File: src/rtl/channel_output.sv
// Channel send engine: reads a channel word, then rendezvous with a waiting receiver
// or parks the sender's pid and message in the channel, and reports scheduling results.
module channel_output #(
    parameter int unsigned addrBits = 8,
    parameter int unsigned dataBits = 16
) (
    input  logic                clk,
    input  logic                reset,
    input  logic                enabled,
    output logic                finished,
    output logic [addrBits-1:0] address,
    output logic                readWriteMode,
    output logic [dataBits-1:0] dataIn,
    input  logic [dataBits-1:0] dataOut,
    input  logic [addrBits-1:0] channel,
    input  logic [addrBits-1:0] txPid,
    input  logic [dataBits-1:0] message,
    output logic                shouldDescheduleSender,
    output logic                shouldScheduleReceiver,
    output logic                hasDeliveredMessage,
    output logic                protocolError,
    output logic [addrBits-1:0] scheduleRxPid,
    output logic [dataBits-1:0] deliveredMessage
);

    localparam logic [2:0] StIdle     = 3'd0;
    localparam logic [2:0] StRead     = 3'd1;
    localparam logic [2:0] StWait     = 3'd2;
    localparam logic [2:0] StWritePid = 3'd3;
    localparam logic [2:0] StWriteMsg = 3'd4;
    localparam logic [2:0] StClear    = 3'd5;
    localparam logic [2:0] StDone     = 3'd6;

    logic [2:0]          stateQ, stateD;
    logic [addrBits-1:0] chanQ;
    logic [addrBits-1:0] pidQ;
    logic [dataBits-1:0] msgQ;

    logic                descheduleQ;
    logic                scheduleQ;
    logic                deliveredQ;
    logic                errorQ;
    logic [addrBits-1:0] rxPidQ;
    logic [dataBits-1:0] delMsgQ;

    // Channel word decode, only meaningful in StWait when dataOut holds the channel word.
    logic [addrBits-1:0] waitPid;
    logic                chanEmpty;
    logic                altWaiting;
    logic                isAlt;
    logic                isError;
    logic                isRx;
    logic [dataBits-1:0] pidWord;

    assign waitPid    = dataOut[addrBits-1:0];
    assign chanEmpty  = (dataOut == '0);
    assign altWaiting = dataOut[dataBits-1];
    assign isAlt      = !chanEmpty && altWaiting;
    assign isError    = !chanEmpty && !altWaiting && (waitPid == pidQ);
    assign isRx       = !chanEmpty && !altWaiting && (waitPid != pidQ);

    always_comb begin
        pidWord = '0;
        pidWord[addrBits-1:0] = pidQ;
    end

    always_comb begin
        stateD = stateQ;
        unique case (stateQ)
            StIdle:     if (enabled) stateD = StRead;
            StRead:     stateD = StWait;
            StWait: begin
                if (chanEmpty || altWaiting) begin
                    stateD = StWritePid;
                end else if (isError) begin
                    stateD = StDone;
                end else begin
                    stateD = StClear;
                end
            end
            StWritePid: stateD = StWriteMsg;
            StWriteMsg: stateD = StDone;
            StClear:    stateD = StDone;
            StDone:     if (!enabled) stateD = StIdle;
            default:    stateD = StIdle;
        endcase
    end

    always_ff @(posedge clk) begin
        if (reset) begin
            stateQ      <= StIdle;
            chanQ       <= '0;
            pidQ        <= '0;
            msgQ        <= '0;
            descheduleQ <= 1'b0;
            scheduleQ   <= 1'b0;
            deliveredQ  <= 1'b0;
            errorQ      <= 1'b0;
            rxPidQ      <= '0;
            delMsgQ     <= '0;
        end else begin
            stateQ <= stateD;
            if (stateQ == StIdle && enabled) begin
                chanQ       <= channel;
                pidQ        <= txPid;
                msgQ        <= message;
                descheduleQ <= 1'b0;
                scheduleQ   <= 1'b0;
                deliveredQ  <= 1'b0;
                errorQ      <= 1'b0;
                rxPidQ      <= '0;
                delMsgQ     <= '0;
            end
            // Results are fixed at decode time; the write states only touch memory.
            if (stateQ == StWait) begin
                descheduleQ <= chanEmpty || isAlt;
                scheduleQ   <= isAlt || isRx;
                deliveredQ  <= isRx;
                errorQ      <= isError;
                rxPidQ      <= (isAlt || isRx) ? waitPid : '0;
                delMsgQ     <= isRx ? msgQ : '0;
            end
        end
    end

    // Outputs are forced low while reset is held so no memory write can slip through.
    always_comb begin
        finished               = 1'b0;
        address                = '0;
        readWriteMode          = 1'b0;
        dataIn                 = '0;
        shouldDescheduleSender = 1'b0;
        shouldScheduleReceiver = 1'b0;
        hasDeliveredMessage    = 1'b0;
        protocolError          = 1'b0;
        scheduleRxPid          = '0;
        deliveredMessage       = '0;
        if (!reset) begin
            unique case (stateQ)
                StRead, StWait: address = chanQ;
                StWritePid: begin
                    address       = chanQ;
                    readWriteMode = 1'b1;
                    dataIn        = pidWord;
                end
                StWriteMsg: begin
                    address       = chanQ + addrBits'(1);
                    readWriteMode = 1'b1;
                    dataIn        = msgQ;
                end
                StClear: begin
                    address       = chanQ;
                    readWriteMode = 1'b1;
                end
                StDone: begin
                    finished               = 1'b1;
                    shouldDescheduleSender = descheduleQ;
                    shouldScheduleReceiver = scheduleQ;
                    hasDeliveredMessage    = deliveredQ;
                    protocolError          = errorQ;
                    scheduleRxPid          = rxPidQ;
                    deliveredMessage       = delMsgQ;
                end
                default: ;
            endcase
        end
    end

endmodule
File: config.mk
export PLATFORM = sky130hd
export DESIGN_NAME = channel_output
export DESIGN_NICKNAME = d
export VERILOG_FILES = /design/src/rtl/channel_output.sv
export SDC_FILE = /design/constraint.sdc
export NUM_CORES = 1
export LEC_CHECK = 0
export BUFFER_PORTS_ARGS = -buffer_cell sky130_fd_sc_hd__buf_2
export CAP_MARGIN = 10
export CORE_MARGIN = 2
export CORE_UTILIZATION = 45
export CTS_CLUSTER_SIZE = 30
export DETAILED_ROUTE_END_ITERATION = 10
export HOLD_SLACK_MARGIN = 0.1
export PLACE_DENSITY = 0.72
export SYNTH_ARGS = -nofsm -noshare
export SYNTH_HDL_FRONTEND = slang
export SYNTH_SLANG_ARGS = --single-unit
File: constraint.sdc
create_clock -name clk -period 1.6 [get_ports clk]
set_input_delay 0.08 -clock clk [delete_from_list [all_inputs] [get_ports clk]]
set_output_delay 0.08 -clock clk [all_outputs]
set_load 0.03 [all_outputs]
Word level (Yosys, flattened, before mapping)
Index checks and enable logic that the tools add are counted.
- input port bits: 51
- register bits: 63
- $add $sub $neg: 1
- equality and inequality tests: 10
- mux-type cells: 36
- reduce and logical (&&, ||, !) cells: 17
- operator list (cell ; count):
    16-bit two-way mux ; 6
    8-bit two-way mux ; 6
    16-bit case mux with 2 select lines ; 1
    3-bit case mux with 6 select lines ; 1
    1-bit two-way mux ; 17
    16-bit logical NOT ; 1
    8-bit case mux with 2 select lines ; 1
    3-bit equality test (second input constant) ; 3
    3-bit two-way mux ; 3
    8-bit by 1-bit adder with 8-bit output (second input constant) ; 1
    8-bit equality test ; 1
    8-bit != test ; 1
    3-bit by 2-bit equality test with 1-bit output (second input constant) ; 2
    1-bit logical AND ; 5
    2-bit != test (second input constant) ; 2
    4-bit OR reduction ; 1
    3-bit by 1-bit equality test with 1-bit output (second input constant) ; 1
    3-bit logical NOT ; 1
    1-bit logical OR ; 3
    3-bit OR reduction ; 1
    1-bit logical NOT ; 2
    2-bit two-way mux ; 1
    2-bit AND reduction ; 1
    2-bit nonzero test ; 1
    2-bit OR reduction ; 1

Depth between registers and ports, before layout
Gate-level depths: netlist (run 1).
- depth in word-level cells: 7
- depth in mapped cells: 6

Least setup slack after synthesis (run 1)
OpenSTA, ideal clock, no wires.
- path kind: reg-to-output
- from: register stateQ[1]
- to: output port address[7]
- required time: 1.520 ns
- data arrival time: 2.165 ns
- slack: -0.645 ns
- cell stages (with the launch flop): 5
- cells stage by stage: dfxtp_1 > buf_2 > or3b_1 > buf_4 > o311ai_0
- cells in the longest elaborated chain, start to end: 4
- ends and longest elaborated chain (what ; RTL line ; text):
    start, declared ; 34 ; logic [2:0] stateQ, stateD;
    start signal, assigned ; 91 ; stateQ <= StIdle;
    start signal, assigned ; 102 ; stateQ <= stateD;
    3-bit by 2-bit equality test with 1-bit output, or another cell as far along ; 139 ; unique case (stateQ)
    4-bit OR reduction (no line) ; n/a ;
    8-bit case mux with 2 select lines * ; 139 ;
    8-bit two-way mux * ; 138 ; if (!reset) begin
    end, declared ; 11 ; output logic [addrBits-1:0] address,
Mark *: on every way between the ends. The rest lies on a longest branch, timed or not.

Worst setup path after layout (run 1)
- from: register stateQ[2]
- to: output port address[4]
Same word-level chain as after synthesis.

==> flow_summary.ini, run 1 <==
[sta]
slew_viol_final = 0
period_minus_slack_ps = 2030
finClkSkew_ps = 8.03
slew_headroom_pct = 69.9
finalCritPeriodShare_pct = 127
worst_hold_slack_ps = 221
finalHoldViolCount = 0
layout_setup_ws_ps = -434
tightest_slew_ps = 445
fmaxAchievable_mhz = 492
rsz0062_at_grt = yes
final-setup-viol-count = 104

[detailed_routing]
drt-initial-drc-count = 283
wl_met1_um = 4990
via_per_inst = 5.88
wirelength_um = 12900
dr_wl_met2_um = 6130
vias = 3692
drc = 0
detail-route-antenna-nets = 0
drt-wirelength-per-cell_um = 20.6
drt_first_pass_iters = 5
maxUsedRoutingLayer = met4
route.met3.wl_um = 1110

[yosys]
synth_commonest_cells = 72 x nand2_1, 63 x dfxtp_1, 40 x a21oi_1
synth_area_leaders = dfxtp_1 43%, nand2_1 9.3%, and2_1 8.1%, a22o_1 7.2%, a21oi_1 6.9%
async_flop_share_pct = 0
synth_top_area_share_pct = 43.2
ys_seq_elements = 63
synth_edf_count = 0
synth.distinct_cells = 40
yosys_warnings = 0
synth_area_mm2 = 0.00292
syn_inst = 354
seq_area_frac_synth_pct = 43.2
syn_area_per_cell_um2 = 8.25
synth_flop_cell = dfxtp_1
syn_nets = 406
synth.most_common_cell = nand2_1
synth_area_leader_cell = dfxtp_1

[cells_and_area]
fill_cells = 325
final_nets = 599
drive_above_1_share_pct = 50.3
antenna_cells = 0
multi_input_area_mm2 = 0.00199
seqCellArea_mm2 = 0.00127
syn2layout_area_growth_pct = 82.9
fin_area_mm2 = 0.00534

[setup_path]
path_cells = or3b_4 > buf_4 > a31oi_1 > o21ai_1 > a21oi_4 > buf_6
worst-endpoint-arrival_ps = 1950
crit_fanout = 5
crit_slowest_cell = or3b_4
critPathRequiredTime_ps = 1520
critPathMaxStageDelay_ps = 420
crit_family = compound AO/OA/AOI/OAI gates
endpoint_kind = output port
critPathLaunchType = flip-flop
path_class = flip-flop to output port
path_buf_inv = 2

[global_routing]
grt_pass1_wl_um = 17800
grt_pass1_vias = 3546
gr-total-overflow = 0
grt_antenna_before_repair = 0
grt_max_degree = 34
grt_use_total_pct = 31.6

[clock_network]
root_buffer = clkbuf_8
cts_buffers = 9
h-tree-depth = 3
cts_tree = done
cts.clk_slew.worst_paths_ps = 70
clock_latency_ps = 350
cts_sinks = 63
cts_buffer_depth = 2

[min_path]
min_path_type = input pin to flip-flop

[place]
place_area_mm2 = 0.00387
place.gp.congestion = 0.897
io_buffers = 104
dpl.hpwl_um = 5970
preCtsSetupSlack_ps = -69.8

[power]
p_seq_share_pct = 39.7
power.density_mw_per_mm2 = 834
combPwrFrac_pct = 28.2
p_int_mw = 3.07
p_clk_share_pct = 32.1
leakage_nw = 2.30
total_power_mw = 4.45
swShare_pct = 31.1
ir_worst_vdd_uv = 697
p_sw_mw = 1.38

[die]
die_height_um = 84.5
die-area_mm2 = 0.00715
core_area_mm2 = 0.00631
die_x_um = 84.5
row_count = 29
io_pins = 105
start_util_pct = 46.2

[run_status]
violations = setup timing
status = finished, violations left

[job]
drv_cap = 0
==> stage by stage <==
| stage | cells | setup TNS (ps) | utilization [%] |
|---|---|---|---|
| floorplan | 354 | -878 | - |
| global placement | 545 | -66.1 | 61.3 |
| detailed placement | 545 | -100 | 61.3 |
| CTS | 617 | -14390 | 78.7 |
| global route | 628 | -24880 | 84.6 |
| finish | 628 | -19670 | 84.6 |
==> layout by cell type (no fill, tap or decap), types with 3 or more instances in the layout <==
| cell type | count |
|---|---|
| nor2_2 | 13 |
| clkbuf_16 | 4 |
| a311oi_4 | 3 |
| a21oi_1 | 24 |
| buf_12 | 3 |
| and2_1 | 28 |
| a22oi_2 | 9 |
| nor3_2 | 4 |
| dfxtp_2 | 7 |
| clkbuf_8 | 11 |
| dfxtp_1 | 56 |
| dlygate4sd3_1 | 42 |
| buf_6 | 39 |
| a21oi_2 | 13 |
| nand2_1 | 63 |
| inv_1 | 3 |
| nor4_1 | 4 |
| buf_4 | 37 |
| nor2_1 | 7 |
| and2_4 | 11 |
| xor2_2 | 8 |
| o21ai_1 | 5 |
| a22o_1 | 24 |
| buf_2 | 78 |
| nand2_2 | 6 |
| a21oi_4 | 3 |
==> power by group through the flow <==
stage	Clock, mW	Combinational [mW]	Sequential (mW)
detailed placement	0	0.717	1.77
global placement	0	0.700	1.76
finish	1.43	1.26	1.77
global route	1.50	1.31	1.77
floorplan	0	0.415	1.75
CTS	1.41	0.983	1.74
==> final timing paths <==
check	from	depth (start not counted)	slack, ps	end
min	enabled	4	220	stateQ[2]
max reg2reg	pidQ[4]	6	-120	delMsgQ[5]
min reg2reg	rxPidQ[6]	1	480	rxPidQ[6]
max	stateQ[2]	6	-430	address[4]
==> registers in the layout, summed over array words and instances, names as in the netlist <==
signal and flops:
delMsgQ 16, descheduleQ 1, msgQ 16, chanQ 8
deliveredQ 1, rxPidQ 8, pidQ 8, scheduleQ 1
stateQ 3, errorQ 1
==> area by class of cell <==
cell class | count | share of cell area (%)
inverter | 3 | 0.211
timing repair buffer | 207 | 33.2
tap | 77 | 1.80
multi-input combinational | 263 | 37.3
clock buffer | 12 | 2.91
clock inverter | 3 | 0.797
sequential | 63 | 23.8
==> tightest hold or removal path: cells and delay by family <==
kind,cells,cell delay (ps)
and+or+nand+nor,1,110
buffers and inverters,1,130
AOI/OAI and AO/OA,2,190
==> metal layers <==
layer	vias to the layer above	track usage [%]
met5	-	0
met4	0	16.3
met3	68	4.92
met2	261	53.1
met1	1754	39.1
li1	1609	-
==> kinds of logic (layout without fill, tap and decap cells) <==
logic type	count (synthesis)	after routing	synth area share, %
AO/OA/AOI/OAI	94	94	22.3
adder cells (fa/ha/maj)	1	1	0.429
AND/OR/NAND/NOR	159	160	27.0
XOR/XNOR	8	8	2.40
flip-flops	63	63	43.2
buffers and inverters	29	225	4.59
==> what timing repair did <==
action	CTS	global route
resized for setup	103	61
pin swaps	33	23
cloned	3	6
hold buffers	42	0
endpoints found under the setup margin	56	116
hold endpoints to repair	44	0
buffers inserted	13	9
Note: power is estimated with default switching activity, not from simulation.
==> inputs of run 2 (changes only) <==
--- a/config.mk
+++ b/config.mk
@@ -13,6 +13,7 @@
 export DETAILED_ROUTE_END_ITERATION = 10
 export HOLD_SLACK_MARGIN = 0.1
 export PLACE_DENSITY = 0.72
+export SKIP_LAST_GASP = 1
 export SYNTH_ARGS = -nofsm -noshare
 export SYNTH_HDL_FRONTEND = slang
 export SYNTH_SLANG_ARGS = --single-unit
==> flow_summary.ini, run 2 (synthesis results as in run 1) <==
[detailed_routing]
wirelength_um = 14500
drc = 0
drt-wirelength-per-cell_um = 23.0
vias = 3771
drt_first_pass_iters = 5
detail-route-antenna-nets = 0
drt-initial-drc-count = 333
via_per_inst = 5.98

[cells_and_area]
mostFrequentLayoutCell = dfxtp_1
antenna_cells = 0
reg_top3 = delMsgQ: 16 flops, msgQ: 16 flops
fill_cells = 281
final_cell_mix = 59 x dfxtp_1, 55 x buf_2, 47 x nand2_1
syn2layout_area_growth_pct = 89.8
final_nets = 602
drive_above_1_share_pct = 54.2

[global_routing]
grt_max_degree = 34
gr-total-overflow = 0
grt_pass1_vias = 3590
grt_use_total_pct = 31.6
grt_antenna_before_repair = 0
grt_pass1_wl_um = 17900

[die]
start_util_pct = 46.2
die_height_um = 84.5
die-area_mm2 = 0.00715
die_x_um = 84.5
core_area_mm2 = 0.00631
io_pins = 105
row_count = 29

[sta]
fmaxAchievable_mhz = 484
slew_viol_final = 0
tightest_slew_ps = 528
final-setup-viol-count = 116
slew_headroom_pct = 64.3
finClkSkew_ps = 7.26
layout_setup_ws_ps = -466
finalCritPeriodShare_pct = 129
finalHoldViolCount = 0
period_minus_slack_ps = 2070
rsz0062_at_grt = yes

[setup_path]
r2r-start = stateQ[0]
crit_slowest_cell = dfxtp_1
path_cells = nand3_1 > nor3_2 > nand2_1 > o311ai_2 > buf_4
worst-endpoint-arrival_ps = 1990
critPathLaunchType = flip-flop
path_class = flip-flop to output port
timing.critical_path.from = chanQ[4]
endpoint_kind = output port
critPathMaxStageDelay_ps = 460
critPathRequiredTime_ps = 1520
crit_fanout = 6

[min_path]
min_path_type = input pin to flip-flop
hold_start = enabled

[clock_network]
clock_latency_ps = 360
root_buffer = clkbuf_8
cts_buffers = 9
cts.clk_slew.worst_paths_ps = 70
h-tree-depth = 3
cts_sinks = 63
cts_buffer_depth = 2
cts_tree = done

[power]
total_power_mw = 4.55
power.density_mw_per_mm2 = 821
leakage_nw = 2.40
ir_worst_vdd_uv = 769

[run_status]
status = finished, violations left
violations = setup timing

[place]
dpl.hpwl_um = 5970
io_buffers = 104
preCtsSetupSlack_ps = -69.8
place.gp.congestion = 0.897

[job]
drv_cap = 0
-- run 2: area by class of cell --
class | instances | area [µm²] | share of cell area (%)
multi-input cells | 263 | 2110 | 38.2
well taps | 77 | 96.3 | 1.74
inverters | 3 | 11.3 | 0.203
clock inverters | 3 | 42.5 | 0.768
clock buffers | 12 | 155 | 2.80
flip-flops and latches | 63 | 1270 | 22.9
repair buffers | 210 | 1850 | 33.5
-- run 2: worst paths after layout --
path,depth (start not counted),slack (ps),end
max,5,-470,address[7]
min,4,190,stateQ[2]
max reg2reg,9,-170,delMsgQ[15]
min reg2reg,2,480,descheduleQ
-- run 2: per-layer routing --
metal / GRT usage, % / vias up / share of wire, %
li1: - / 1618 / -
met1: 38.9 / 1800 / 39
met2: 51.8 / 279 / 47
met3: 6.00 / 74 / 8.4
met4: 18.0 / 0 / 5.8
met5: 0 / - / 0
-- run 2: through the flow --
step | cells | util (%) | hold WS (ps) | TNS (ps) | area [µm²]
after floorplan | 354 | - | 181 | -878 | 3040
after global placement | 545 | 61.3 | 321 | -66.1 | 3870
after detailed placement | 545 | 61.3 | 325 | -100 | 3870
after CTS | 617 | 78.7 | 153 | -14890 | 4970
after global routing | 631 | 87.7 | 217 | -27660 | 5540
final | 631 | 87.7 | 189 | -24200 | 5540
-- run 2: worst max-delay path, delay by kind of cell, from the launching register on --
kind,cells,cell delay (ps)
AOI/OAI and AO/OA,1,130
buffers and inverters,1,220
DFF,1,460
and+or+nand+nor,3,820
-- run 2: report_power, final --
| group | switching (mW) | internal [mW] | total [mW] |
|---|---|---|---|
| Combinational | 0.715 | 0.623 | 1.34 |
| Sequential | 0.102 | 1.66 | 1.77 |
| Clock | 0.651 | 0.794 | 1.44 |
| Total | 1.47 | 3.08 | 4.55 |
-- run 2: timing repair --
action / 4_1_cts / 5_1_grt
endpoints found under the setup margin: 56 / 116
hold endpoints to repair: 44 / 0
pin swaps: 18 / 49
gates cloned: 3 / 8
hold buffers: 42 / 0
setup buffers: 13 / 8
resized for setup: 98 / 130
